[config.mk]
export PLATFORM = sky130hd
export DESIGN_NAME = muldiv_sched
export DESIGN_NICKNAME = d
export VERILOG_FILES = /design/src/rtl/muldiv_sched.sv
export SDC_FILE = /design/constraint.sdc
export NUM_CORES = 1
export LEC_CHECK = 0
export BUFFER_PORTS_ARGS = -buffer_cell sky130_fd_sc_hd__buf_2
export CORE_AREA = 2 2 195 197
export CTS_BUF_LIST = sky130_fd_sc_hd__clkbuf_2 sky130_fd_sc_hd__clkbuf_4 sky130_fd_sc_hd__clkbuf_8
export DETAILED_ROUTE_END_ITERATION = 7
export DIE_AREA = 0 0 197 199
export GPL_TIMING_DRIVEN = 1
export PLACE_DENSITY = 0.51
export SKIP_LAST_GASP = 1
export SLEW_MARGIN = 10
export SYNTH_ARGS = -nofsm -noshare
export SYNTH_HDL_FRONTEND = slang
export SYNTH_SLANG_ARGS = --single-unit
export TNS_END_PERCENT = 50
[constraint.sdc]
create_clock -name CLK -period 10.2 [get_ports CLK]
set_input_delay 1.02 -clock CLK [delete_from_list [all_inputs] [get_ports CLK]]
set_output_delay 1.02 -clock CLK [all_outputs]
set_load 0.005 [all_outputs]
[src/rtl/muldiv_sched.sv]
// Execution-side controller for the M-extension unit: launches ops into the pipelined
// multiplier or iterative divider, tracks in-flight tags and arbitrates one writeback port.
module muldiv_sched #(
   parameter int XLEN    = 64,
   parameter int RB      = 2,
   parameter int MUL_LAT = 3
) (
   input  logic            CLK,
   input  logic            RST,
   input  logic            flush,
   input  logic            exe_vaild,
   input  logic [12:0]     exe_op,
   input  logic [4+RB:0]   exe_rd0,
   input  logic [XLEN-1:0] exe_op1,
   input  logic [XLEN-1:0] exe_op2,
   output logic            execute_ready,
   output logic            mul_start,
   output logic [12:0]     md_op,
   output logic [XLEN-1:0] md_op1,
   output logic [XLEN-1:0] md_op2,
   input  logic [XLEN-1:0] mul_res,
   output logic            div_start,
   output logic            div_kill,
   input  logic            div_done,
   input  logic [XLEN-1:0] div_res,
   output logic            wb_vaild,
   output logic [4+RB:0]   wb_rd0,
   output logic [XLEN-1:0] wb_res
);

   typedef enum logic [1:0] {IDLE, BUSY, HOLD} div_state_t;

   div_state_t          state, state_n;
   logic                is_mul, is_div, is_w, accept;
   logic [MUL_LAT-1:0]  pipe_v, pipe_w;
   logic [4+RB:0]       pipe_rd [MUL_LAT];
   logic                mul_exit;
   logic [4+RB:0]       div_rd;
   logic                div_w;
   logic [XLEN-1:0]     hold_res;
   logic                hold_load;
   logic                wb_v_n;
   logic [4+RB:0]       wb_rd_n;
   logic [XLEN-1:0]     wb_res_n;

   function automatic logic [XLEN-1:0] wext(input logic [XLEN-1:0] r, input logic w);
      return w ? {{(XLEN-32){r[31]}}, r[31:0]} : r;
   endfunction

   // exe_op bit order: mul mulh mulhsu mulhu div divu rem remu mulw divw divuw remw remuw
   assign is_mul = |{exe_op[12:9], exe_op[4]};
   assign is_div = |{exe_op[8:5], exe_op[3:0]};
   assign is_w   = |exe_op[4:0];
   assign accept = exe_vaild & ~flush & ~RST;

   assign mul_start     = accept & is_mul;
   assign div_start     = accept & is_div;
   assign div_kill      = (state == BUSY) & flush & ~RST;
   assign execute_ready = (state == IDLE) & ~flush & ~RST;
   assign md_op         = RST ? '0 : exe_op;
   assign md_op1        = RST ? '0 : exe_op1;
   assign md_op2        = RST ? '0 : exe_op2;
   assign mul_exit      = pipe_v[MUL_LAT-1];

   always_ff @(posedge CLK or posedge RST) begin
      if (RST) begin
         pipe_v <= '0;
      end else if (flush) begin
         pipe_v <= '0;
      end else begin
         pipe_v[0] <= mul_start;
         for (int i = 1; i < MUL_LAT; i++) pipe_v[i] <= pipe_v[i-1];
      end
   end

   // NOTE: payload registers carry no reset; they are only consumed under a valid bit or FSM state that is reset.
   always_ff @(posedge CLK) begin
      pipe_rd[0] <= exe_rd0;
      pipe_w[0]  <= is_w;
      for (int i = 1; i < MUL_LAT; i++) begin
         pipe_rd[i] <= pipe_rd[i-1];
         pipe_w[i]  <= pipe_w[i-1];
      end
      if (div_start) begin
         div_rd <= exe_rd0;
         div_w  <= is_w;
      end
      if (hold_load) hold_res <= div_res;
   end

   // NOTE: every always_comb output gets a default first so no path can infer a latch.
   always_comb begin
      state_n   = state;
      hold_load = 1'b0;
      wb_v_n    = 1'b0;
      wb_rd_n   = wb_rd0;
      wb_res_n  = wb_res;
      unique case (state)
         IDLE: if (div_start) state_n = BUSY;
         BUSY: begin
            if (div_done) begin
               if (mul_exit) begin
                  state_n   = HOLD;
                  hold_load = 1'b1;
               end else begin
                  state_n  = IDLE;
                  wb_v_n   = 1'b1;
                  wb_rd_n  = div_rd;
                  wb_res_n = wext(div_res, div_w);
               end
            end
         end
         HOLD: begin
            if (!mul_exit) begin
               state_n  = IDLE;
               wb_v_n   = 1'b1;
               wb_rd_n  = div_rd;
               wb_res_n = wext(hold_res, div_w);
            end
         end
         default: state_n = IDLE;
      endcase
      // The multiplier cannot stall, so its exiting result always owns the port.
      if (mul_exit) begin
         wb_v_n   = 1'b1;
         wb_rd_n  = pipe_rd[MUL_LAT-1];
         wb_res_n = wext(mul_res, pipe_w[MUL_LAT-1]);
      end
      if (flush) begin
         state_n   = IDLE;
         hold_load = 1'b0;
         wb_v_n    = 1'b0;
         wb_rd_n   = wb_rd0;
         wb_res_n  = wb_res;
      end
   end

   always_ff @(posedge CLK or posedge RST) begin
      if (RST) begin
         state    <= IDLE;
         wb_vaild <= 1'b0;
         wb_rd0   <= '0;
         wb_res   <= '0;
      end else begin
         state    <= state_n;
         wb_vaild <= wb_v_n;
         wb_rd0   <= wb_rd_n;
         wb_res   <= wb_res_n;
      end
   end

endmodule

==> flow_summary.json, run 1 <==
{
  "die_h_um": 199,
  "cp_top_family": "buffers and inverters",
  "setup.worst_path.class": "in -> out",
  "yosysUniqueCellTypes": 32,
  "globalRouteTotalUtil_pct": 17.9,
  "row_count": 71,
  "ys_seq_area_share_pct": 55.0,
  "critPathSlowestCell": "buf_4",
  "grt_pass1_wl_um": 51300,
  "register_area_sq_um": 4570,
  "cts_inserted_buffers": 17,
  "synth-edff-count": 72,
  "grt_pass1_vias": 7890,
  "drive_gt1_share_pct": 41.2,
  "vias": 7873,
  "cp_data_arrival_time_ns": 2.73,
  "outcome": "finished, final reports clean",
  "cts_setup_buffers": 0,
  "dp.final_hpwl_um": 28600,
  "multi_input_area_sq_um": 3160,
  "clockRootBuffer": "clkbuf_8",
  "netlist_area_sq_um": 8300,
  "hold_viol": 0,
  "path_clk_slew_ns": 0.10,
  "fin_tns_setup_ns": 0,
  "most-common-layout-cells": "496 x buf_2, 144 x nor2b_1, 101 x a21oi_1",
  "post_cts_resized": 0,
  "postRouteAntennaNets": 0,
  "setup_viol": 0,
  "maxCapViolations": 0,
  "finalNetCount": 1603,
  "final_common_cell": "buf_2",
  "min_period_over_period_pct": 36.7,
  "dieArea_sq_um": 39200,
  "cp_data_required_time_ns": 9.18,
  "fill_cells": 4013,
  "avgViaCountPerCell": 4.34,
  "drc": 0,
  "dr.pass1.iters": 5,
  "rsz0062_at_grt": "no",
  "vdd_ir_drop_max_v": 0.0000682,
  "core-area_sq_um": 37100,
  "crit_path_cell_trace": "buf_4 > buf_4 > nor2b_1 > buf_2",
  "cts_max_level": 4,
  "clock_tree.buffer_depth": 2,
  "post_drt_wl_per_cell_um": 19.8,
  "max_stage_delay_ns": 0.80,
  "gp_congestion": 0.947,
  "final_area_sq_um": 11600,
  "end_kind": "output port",
  "ioPinCount": 498,
  "synth_seq_cells": 173,
  "first_iter_violations": 256,
  "stdcell_count": 1813,
  "timing.fmax_mhz": 267,
  "leakagePower_nw": 5.70,
  "tightestPinTransition_ns": 1.23,
  "hp-class": "reg -> reg",
  "die_w_um": 197,
  "synth_nets": 1143,
  "maxSlewViolCount": 0,
  "dp_cells": 1774,
  "grt_overflow": 0,
  "cts_tree": "done",
  "power-per-cell-area_nw_per_um2": 151,
  "min_period_ns": 3.75,
  "grt_max_degree": 106,
  "port_buffers": 497,
  "initial_core_util_pct": 22.4,
  "post_dp_cell_area_sq_um": 11200,
  "numClockSinks": 173,
  "synthFlopType": "dfrtp_1",
  "syn_avg_cell_area_sq_um": 9.66,
  "antenna_found_initial": 12,
  "start_kind": "primary input",
  "hold_buffers": 0,
  "maxSlewHeadroom_pct": 18.0,
  "yosysWarnings": 0,
  "cp_max_fo": 105,
  "syn2layout_area_growth_pct": 39.5,
  "wirelength_um": 35900,
  "path_common_cell": "buf_4",
  "fin_skew_ns": 0.0190,
  "synth_cells": 859,
  "async_reset_ff_share_pct": 44.5,
  "cp_num_buf_inv": 3,
  "fin_total_pwr_mw": 1.75,
  "clkLatencyLatePin_ns": 0.47
}
[metal layers]
metal | global-route usage, % | routed length (um) | vias to the layer above
met5 | 0 | 56 | -
met3 | 4.54 | 2190 | 51
met4 | 7.69 | 1030 | 10
met2 | 31.3 | 18500 | 314
li1 | - | - | 3794
met1 | 20.7 | 14200 | 3704
[per-stage QoR]
stage               util, %  hold WS [ns]  worst slack (ns)
global placement       30.0         0.310              6.45
CTS                    31.1         0.326              6.42
global route           31.2         0.337              6.29
detailed placement     30.0         0.312              6.42
floorplan                 -         0.310              5.84
finish                 31.2         0.326              6.45
[power by group]
group | internal (mW) | switching [mW]
registers | 0.817 | 0.0475
logic | 0.180 | 0.193
clock network | 0.237 | 0.279
[cell usage after synthesis (2+ instances only)]
| master | instances | area [sq um] |
|---|---|---|
| buf_2 | 8 | 40.0 |
| buf_4 | 2 | 15.0 |
| nor2b_1 | 144 | 901 |
| mux2i_1 | 40 | 400 |
| clkbuf_2 | 3 | 15.0 |
| dfxtp_1 | 24 | 480 |
| ha_1 | 3 | 37.5 |
| buf_6 | 7 | 78.8 |
| o21ai_0 | 81 | 405 |
| a21oi_1 | 102 | 510 |
| inv_1 | 70 | 263 |
| clkbuf_1 | 41 | 154 |
| buf_1 | 5 | 18.8 |
| o31ai_1 | 32 | 240 |
| o21ai_1 | 22 | 110 |
| dfrtp_1 | 77 | 1930 |
| or4_1 | 2 | 15.0 |
| nor2_1 | 37 | 139 |
| nand2_1 | 75 | 282 |
| edfxtp_1 | 72 | 2160 |
[cell families (layout without fill, tap and decap cells)]
| logic type | Yosys count | in the layout | synth area share [%] |
|---|---|---|---|
| flops | 173 | 173 | 55.0 |
| other cells | 0 | 7 | 0 |
| compound gates | 242 | 242 | 16.0 |
| fa+ha+maj | 3 | 3 | 0.452 |
| simple gates | 264 | 264 | 16.5 |
| buf+inv | 136 | 609 | 7.04 |
| mux | 41 | 41 | 4.96 |
[flip-flops by register name, summed over array words and instances (netlist names)]
name      flops
wb_res       64
div_w         1
wb_rd0        7
hold_res     64
pipe_v        3
pipe_w        3
pipe_rd      21
div_rd        7
state         2
wb_vaild      1
[worst register-to-register path: stages (launching register included)]
cell      delay (ns)
dfrtp_1         0.39
inv_1           0.10
ha_1            0.25
nand3b_1        0.18
nor2_4          0.63
buf_4           0.64
[final timing paths]
kind | startpoint | to | slack (ns) | cells after the start
setup / recovery | RST | md_op2[42] | 6.45 | 4
hold / removal | pipe_w[0] | pipe_w[1] | 0.33 | 0
setup reg to reg | state[1] | hold_res[56] | 7.60 | 5
hold reg to reg | pipe_w[0] | pipe_w[1] | 0.33 | 0
max in group asynchronous | RST | wb_res[1] | 8.36 | 3
min in group asynchronous | RST | wb_vaild | 0.76 | 2
[area by class of cell]
| type | count | share of cell area (%) |
|---|---|---|
| inverter | 70 | 2.29 |
| clock inverter | 12 | 1.25 |
| clock buffer | 20 | 2.27 |
| sequential | 173 | 39.5 |
| tap | 474 | 5.12 |
| timing repair buffer | 507 | 22.1 |
| antenna | 7 | 0.151 |
| multi-input combinational | 550 | 27.3 |
Note: power is estimated with default switching activity, not from simulation.
==> inputs of run 2 (changes only) <==
--- a/config.mk
+++ b/config.mk
@@ -11,7 +11,7 @@
 export DETAILED_ROUTE_END_ITERATION = 7
 export DIE_AREA = 0 0 197 199
 export GPL_TIMING_DRIVEN = 1
-export PLACE_DENSITY = 0.51
+export PLACE_DENSITY = 0.53
 export SKIP_LAST_GASP = 1
 export SLEW_MARGIN = 10
 export SYNTH_ARGS = -nofsm -noshare
==> constraint.sdc (replaced) <==
create_clock -name CLK -period 3.1 [get_ports CLK]
set_input_delay 0.31 -clock CLK [delete_from_list [all_inputs] [get_ports CLK]]
set_output_delay 0.31 -clock CLK [all_outputs]
set_load 0.005 [all_outputs]
==> flow_summary.json, run 2 (synthesis results as in run 1) <==
{
  "min_period_ns": 2.14,
  "avgViaCountPerCell": 4.29,
  "rsz0062_at_grt": "no",
  "post-route-util_pct": 33.3,
  "clkLatencyLatePin_ns": 0.50,
  "power-per-cell-area_nw_per_um2": 468,
  "final_common_cell": "buf_2",
  "outcome": "finished, final reports clean",
  "drc": 0,
  "row_count": 71,
  "final_area_sq_um": 12400,
  "finalNetCount": 1681,
  "tightestPinTransition_ns": 1.13,
  "cp_max_fo": 122,
  "dp_cells": 1783,
  "drive_gt1_share_pct": 39.6,
  "dp.final_hpwl_um": 29800,
  "start_kind": "flop",
  "cp_data_required_time_ns": 3.45,
  "grt_pass1_vias": 7962,
  "maxSlewViolCount": 0,
  "clockRootBuffer": "clkbuf_8",
  "cp_data_arrival_time_ns": 2.49,
  "end_kind": "flop",
  "dp_slack_ns": 0.949,
  "ioPinCount": 498,
  "post_dp_cell_area_sq_um": 11300,
  "first_iter_violations": 308,
  "min_period_over_period_pct": 69.0,
  "port_buffers": 497,
  "stdcell_count": 1893,
  "cts_max_level": 4,
  "crit_path_cell_trace": "inv_1 > ha_1 > mux2_2 > o21bai_4 > buf_12 > o31ai_1",
  "most-common-layout-cells": "496 x buf_2, 144 x nor2b_1, 101 x a21oi_1",
  "fin_total_pwr_mw": 5.79,
  "gp_congestion": 0.903,
  "syn2layout_area_growth_pct": 49.0,
  "fin_skew_ns": 0.0132,
  "initial_core_util_pct": 22.4,
  "cts_inserted_buffers": 17,
  "reg.largest.list": "hold_res (64), wb_res (64), pipe_rd (21)",
  "fill_cells": 3949,
  "timing.fmax_mhz": 468,
  "critPathSlowestCell": "dfrtp_1",
  "cts_tree": "done",
  "whs_ns": 0.0732,
  "hold_viol": 0,
  "hp-class": "in -> reg",
  "numClockSinks": 173,
  "maxSlewHeadroom_pct": 24.4,
  "grt_max_degree": 123,
  "core-area_sq_um": 37100,
  "postRouteAntennaNets": 0,
  "setup.worst_path.class": "reg -> reg",
  "vdd_ir_drop_max_v": 0.000201,
  "fin_tns_setup_ns": 0,
  "wirelength_um": 36600,
  "maxCapViolations": 0,
  "cts_setup_buffers": 0,
  "grt_overflow": 0,
  "post_drt_wl_per_cell_um": 19.3,
  "setup_viol": 0,
  "globalRouteTotalUtil_pct": 18.3,
  "leakagePower_nw": 6.04,
  "antenna_found_initial": 14,
  "die_w_um": 197,
  "grt_pass1_wl_um": 51900,
  "dr.pass1.iters": 4,
  "dieArea_sq_um": 39200,
  "die_h_um": 199,
  "max_stage_delay_ns": 0.40,
  "path_clk_slew_ns": 0.10,
  "setup_slack_ns": 0.961,
  "cp_num_buf_inv": 2,
  "clock_tree.buffer_depth": 2,
  "vias": 8113,
  "cp_top_family": "buffers and inverters"
}
## run 2: cell types whose count changed in the layout (fill, tap and decap cells not counted)
cell and delta:
clkbuf_8 -1, inv_8 +3, inv_4 -2, bufinv_16 -1, dlygate4sd3_1 +69, clkinv_4 +2
buf_12 +2, buf_4 +7, clkbuf_4 -2, diode_2 +2, clkinv_8 +1
## run 2: where the power goes
part	switching [mW]	internal [mW]
clock	0.948	0.679
sequential	0.165	2.69
combinational	0.654	0.651
total	1.77	4.02
## run 2: path summary, 6_finish.rpt
kind	start	endpoint	slack (ns)	cells after the start
max	state[1]	wb_res[61]	0.96	6
min	div_res[9]	hold_res[9]	0.07	1
max reg2reg	state[1]	wb_res[61]	0.96	6
min reg2reg	pipe_rd[0][5]	pipe_rd[0][12]	0.33	0
max in group asynchronous	RST	pipe_v[2]	1.83	3
min in group asynchronous	RST	wb_vaild	0.09	2
## run 2: routing by layer
layer  track usage, %  up-vias  wire length (um)
li1                 -     3956                 -
met1             21.2     3764             14700
met2             31.0      323             17800
met3             6.17       62              2620
met4             7.80        8              1420
met5                0        -                52
## run 2: timing repair
item / 4_1_cts / 5_1_grt
resized for setup: 0 / 0
hold endpoints to repair: 76 / 0
hold buffers: 69 / 0
## run 2: final cells by class
| type | count | area, sq um | share of cell area [%] |
|---|---|---|---|
| flip-flops and latches | 173 | 4570 | 37.0 |
| repair buffers | 585 | 3350 | 27.1 |
| multi-input cells | 550 | 3160 | 25.6 |
| well taps | 474 | 593 | 4.80 |
| inverters | 70 | 265 | 2.14 |
| clock buffers | 17 | 234 | 1.89 |
| clock inverters | 15 | 170 | 1.38 |
| diodes | 9 | 22.5 | 0.182 |
## run 2: worst register-to-register path: cells and delay by family (launching register included)
family	cells	cell delay (ns)
flip-flops	1	0.40
multiplexers	1	0.39
AO/OA/AOI/OAI	2	0.48
adder cells (fa/ha/maj)	1	0.24
buffers and inverters	2	0.48
==> inputs of run 3 (changes only) <==
==> constraint.sdc (replaced) <==
create_clock -name CLK -period 1.9 [get_ports CLK]
set_input_delay 0.19 -clock CLK [delete_from_list [all_inputs] [get_ports CLK]]
set_output_delay 0.19 -clock CLK [all_outputs]
set_load 0.005 [all_outputs]
==> flow_summary.json, run 3 (synthesis results as in run 1) <==
{
  "post_dp_cell_area_sq_um": 11500,
  "cp_data_required_time_ns": 1.71,
  "most-common-layout-cells": "496 x buf_2, 143 x nor2b_1, 104 x dlygate4sd3_1",
  "grt_max_degree": 85,
  "maxSlewViolCount": 0,
  "swShare_pct": 30.8,
  "final_common_cell": "buf_2",
  "tightestPinTransition_ns": 0.578,
  "port_buffers": 497,
  "final_area_sq_um": 13000,
  "clkLatencyLatePin_ns": 0.47,
  "grt_overflow": 0,
  "p_switching_mw": 2.90,
  "vias": 8311,
  "grt_pass1_wl_um": 51400,
  "cp_max_fo": 8,
  "syn2layout_area_growth_pct": 57.0,
  "antennaDiodeCount": 0,
  "cts_tree": "done",
  "post_drt_wl_per_cell_um": 18.2,
  "dp.final_hpwl_um": 28100,
  "outcome": "finished, final reports clean",
  "min_period_over_period_pct": 97.1,
  "vdd_ir_drop_max_v": 0.000369,
  "clockRootBuffer": "clkbuf_8",
  "p_int_mw": 6.52,
  "min_period_ns": 1.85,
  "globalRouteTotalUtil_pct": 17.4,
  "grt_pass1_vias": 8404,
  "setup.worst_path.class": "in -> out",
  "stdcell_count": 1940,
  "multi_input_area_sq_um": 3170,
  "drc": 0,
  "fin_skew_ns": 0.0168,
  "rsz0062_at_grt": "yes",
  "die_w_um": 197,
  "fill_cells": 3876,
  "finalNetCount": 1737,
  "core-area_sq_um": 37100,
  "hold_viol": 0,
  "maxCapViolations": 0,
  "antenna_found_initial": 2,
  "clkPwrFrac_pct": 27.1,
  "gp_congestion": 0.920,
  "path_clk_slew_ns": 0.10,
  "register_area_sq_um": 4570,
  "dr.pass1.iters": 4,
  "power-per-cell-area_nw_per_um2": 723,
  "ioPinCount": 498,
  "numClockSinks": 173,
  "p_comb_share_pct": 23.6,
  "dp_cells": 1794,
  "dieArea_sq_um": 39200,
  "leakagePower_nw": 6.35,
  "maxSlewHeadroom_pct": 61.4,
  "cts_inserted_buffers": 17,
  "drive_gt1_share_pct": 39.7,
  "initial_core_util_pct": 22.4,
  "start_kind": "primary input",
  "clock_tree.buffer_depth": 2,
  "timing.fmax_mhz": 542,
  "die_h_um": 199,
  "cp_data_arrival_time_ns": 1.66,
  "cts_max_level": 4,
  "setup_viol": 0,
  "postRouteAntennaNets": 0,
  "avgViaCountPerCell": 4.28,
  "first_iter_violations": 365,
  "end_kind": "output port",
  "row_count": 71,
  "wirelength_um": 35300,
  "seq_power_share_pct": 49.3,
  "hp-class": "in -> reg",
  "reg.largest.list": "hold_res (64), wb_res (64), pipe_rd (21)"
}
## run 3: metal layers
layer,GRT usage [%],wire [um]
met3,3.65,1890
met5,0,13
met4,4.87,570
met2,31.6,18700
met1,20.7,14200
## run 3: worst paths after layout
check | to | depth (start not counted) | from | slack (ns)
setup / recovery | div_start | 6 | exe_op[3] | 0.05
hold / removal | wb_res[19] | 3 | mul_res[19] | 0.04
setup reg to reg | state[0] | 7 | state[0] | 0.08
hold reg to reg | pipe_rd[0][15] | 0 | pipe_rd[0][8] | 0.33
max in group asynchronous | pipe_v[2] | 4 | RST | 1.31
min in group asynchronous | wb_res[2] | 4 | RST | 0.16
## run 3: area by class of cell
| cell class | count | share of cell area [%] |
|---|---|---|
| Clock buffer | 17 | 1.80 |
| Clock inverter | 15 | 1.11 |
| Inverter | 70 | 2.07 |
| Multi-Input combinational cell | 550 | 24.4 |
| Sequential cell | 173 | 35.1 |
| Tap cell | 474 | 4.55 |
| Timing Repair Buffer | 641 | 31.0 |
## run 3: critical path, cell delays in order
cell	delay [ns]
buf_2	0.11
or4_1	0.56
o211ai_2	0.32
clkinvlp_4	0.12
buf_4	0.19
buf_2	0.14
## run 3: through the flow
step	hold WS, ns	setup TNS [ns]	setup WS [ns]	utilization, %	power (mW)
6_report	0.0372	0	0.0546	35.1	9.42
5_1_grt	0.0175	-0.204	-0.0354	35.1	10.0
4_1_cts	0.00291	-0.00596	-0.00596	34.7	9.56
3_5_place_dp	0.307	0	0.00139	30.9	6.80
3_3_place_gp	0.307	0	0.0289	30.9	6.74
2_1_floorplan	0.218	-21.40	-0.358	-	5.52
## run 3: timing repair
action,in CTS,in global routing
gates cloned,0,2
resized for setup,1,4
endpoints found under the hold margin,110,0
pin swaps,0,2
hold buffers,104,0
endpoints found under the setup margin,2,30
setup buffers,0,8
## run 3: power groups by stage
stage | Sequential [mW] | Combinational, mW | Clock, mW
after floorplan | 4.75 | 0.765 | 0
after global placement | 4.71 | 2.03 | 0
after detailed placement | 4.73 | 2.06 | 0
after CTS | 4.65 | 2.24 | 2.67
after global routing | 4.71 | 2.48 | 2.82
final | 4.65 | 2.22 | 2.55
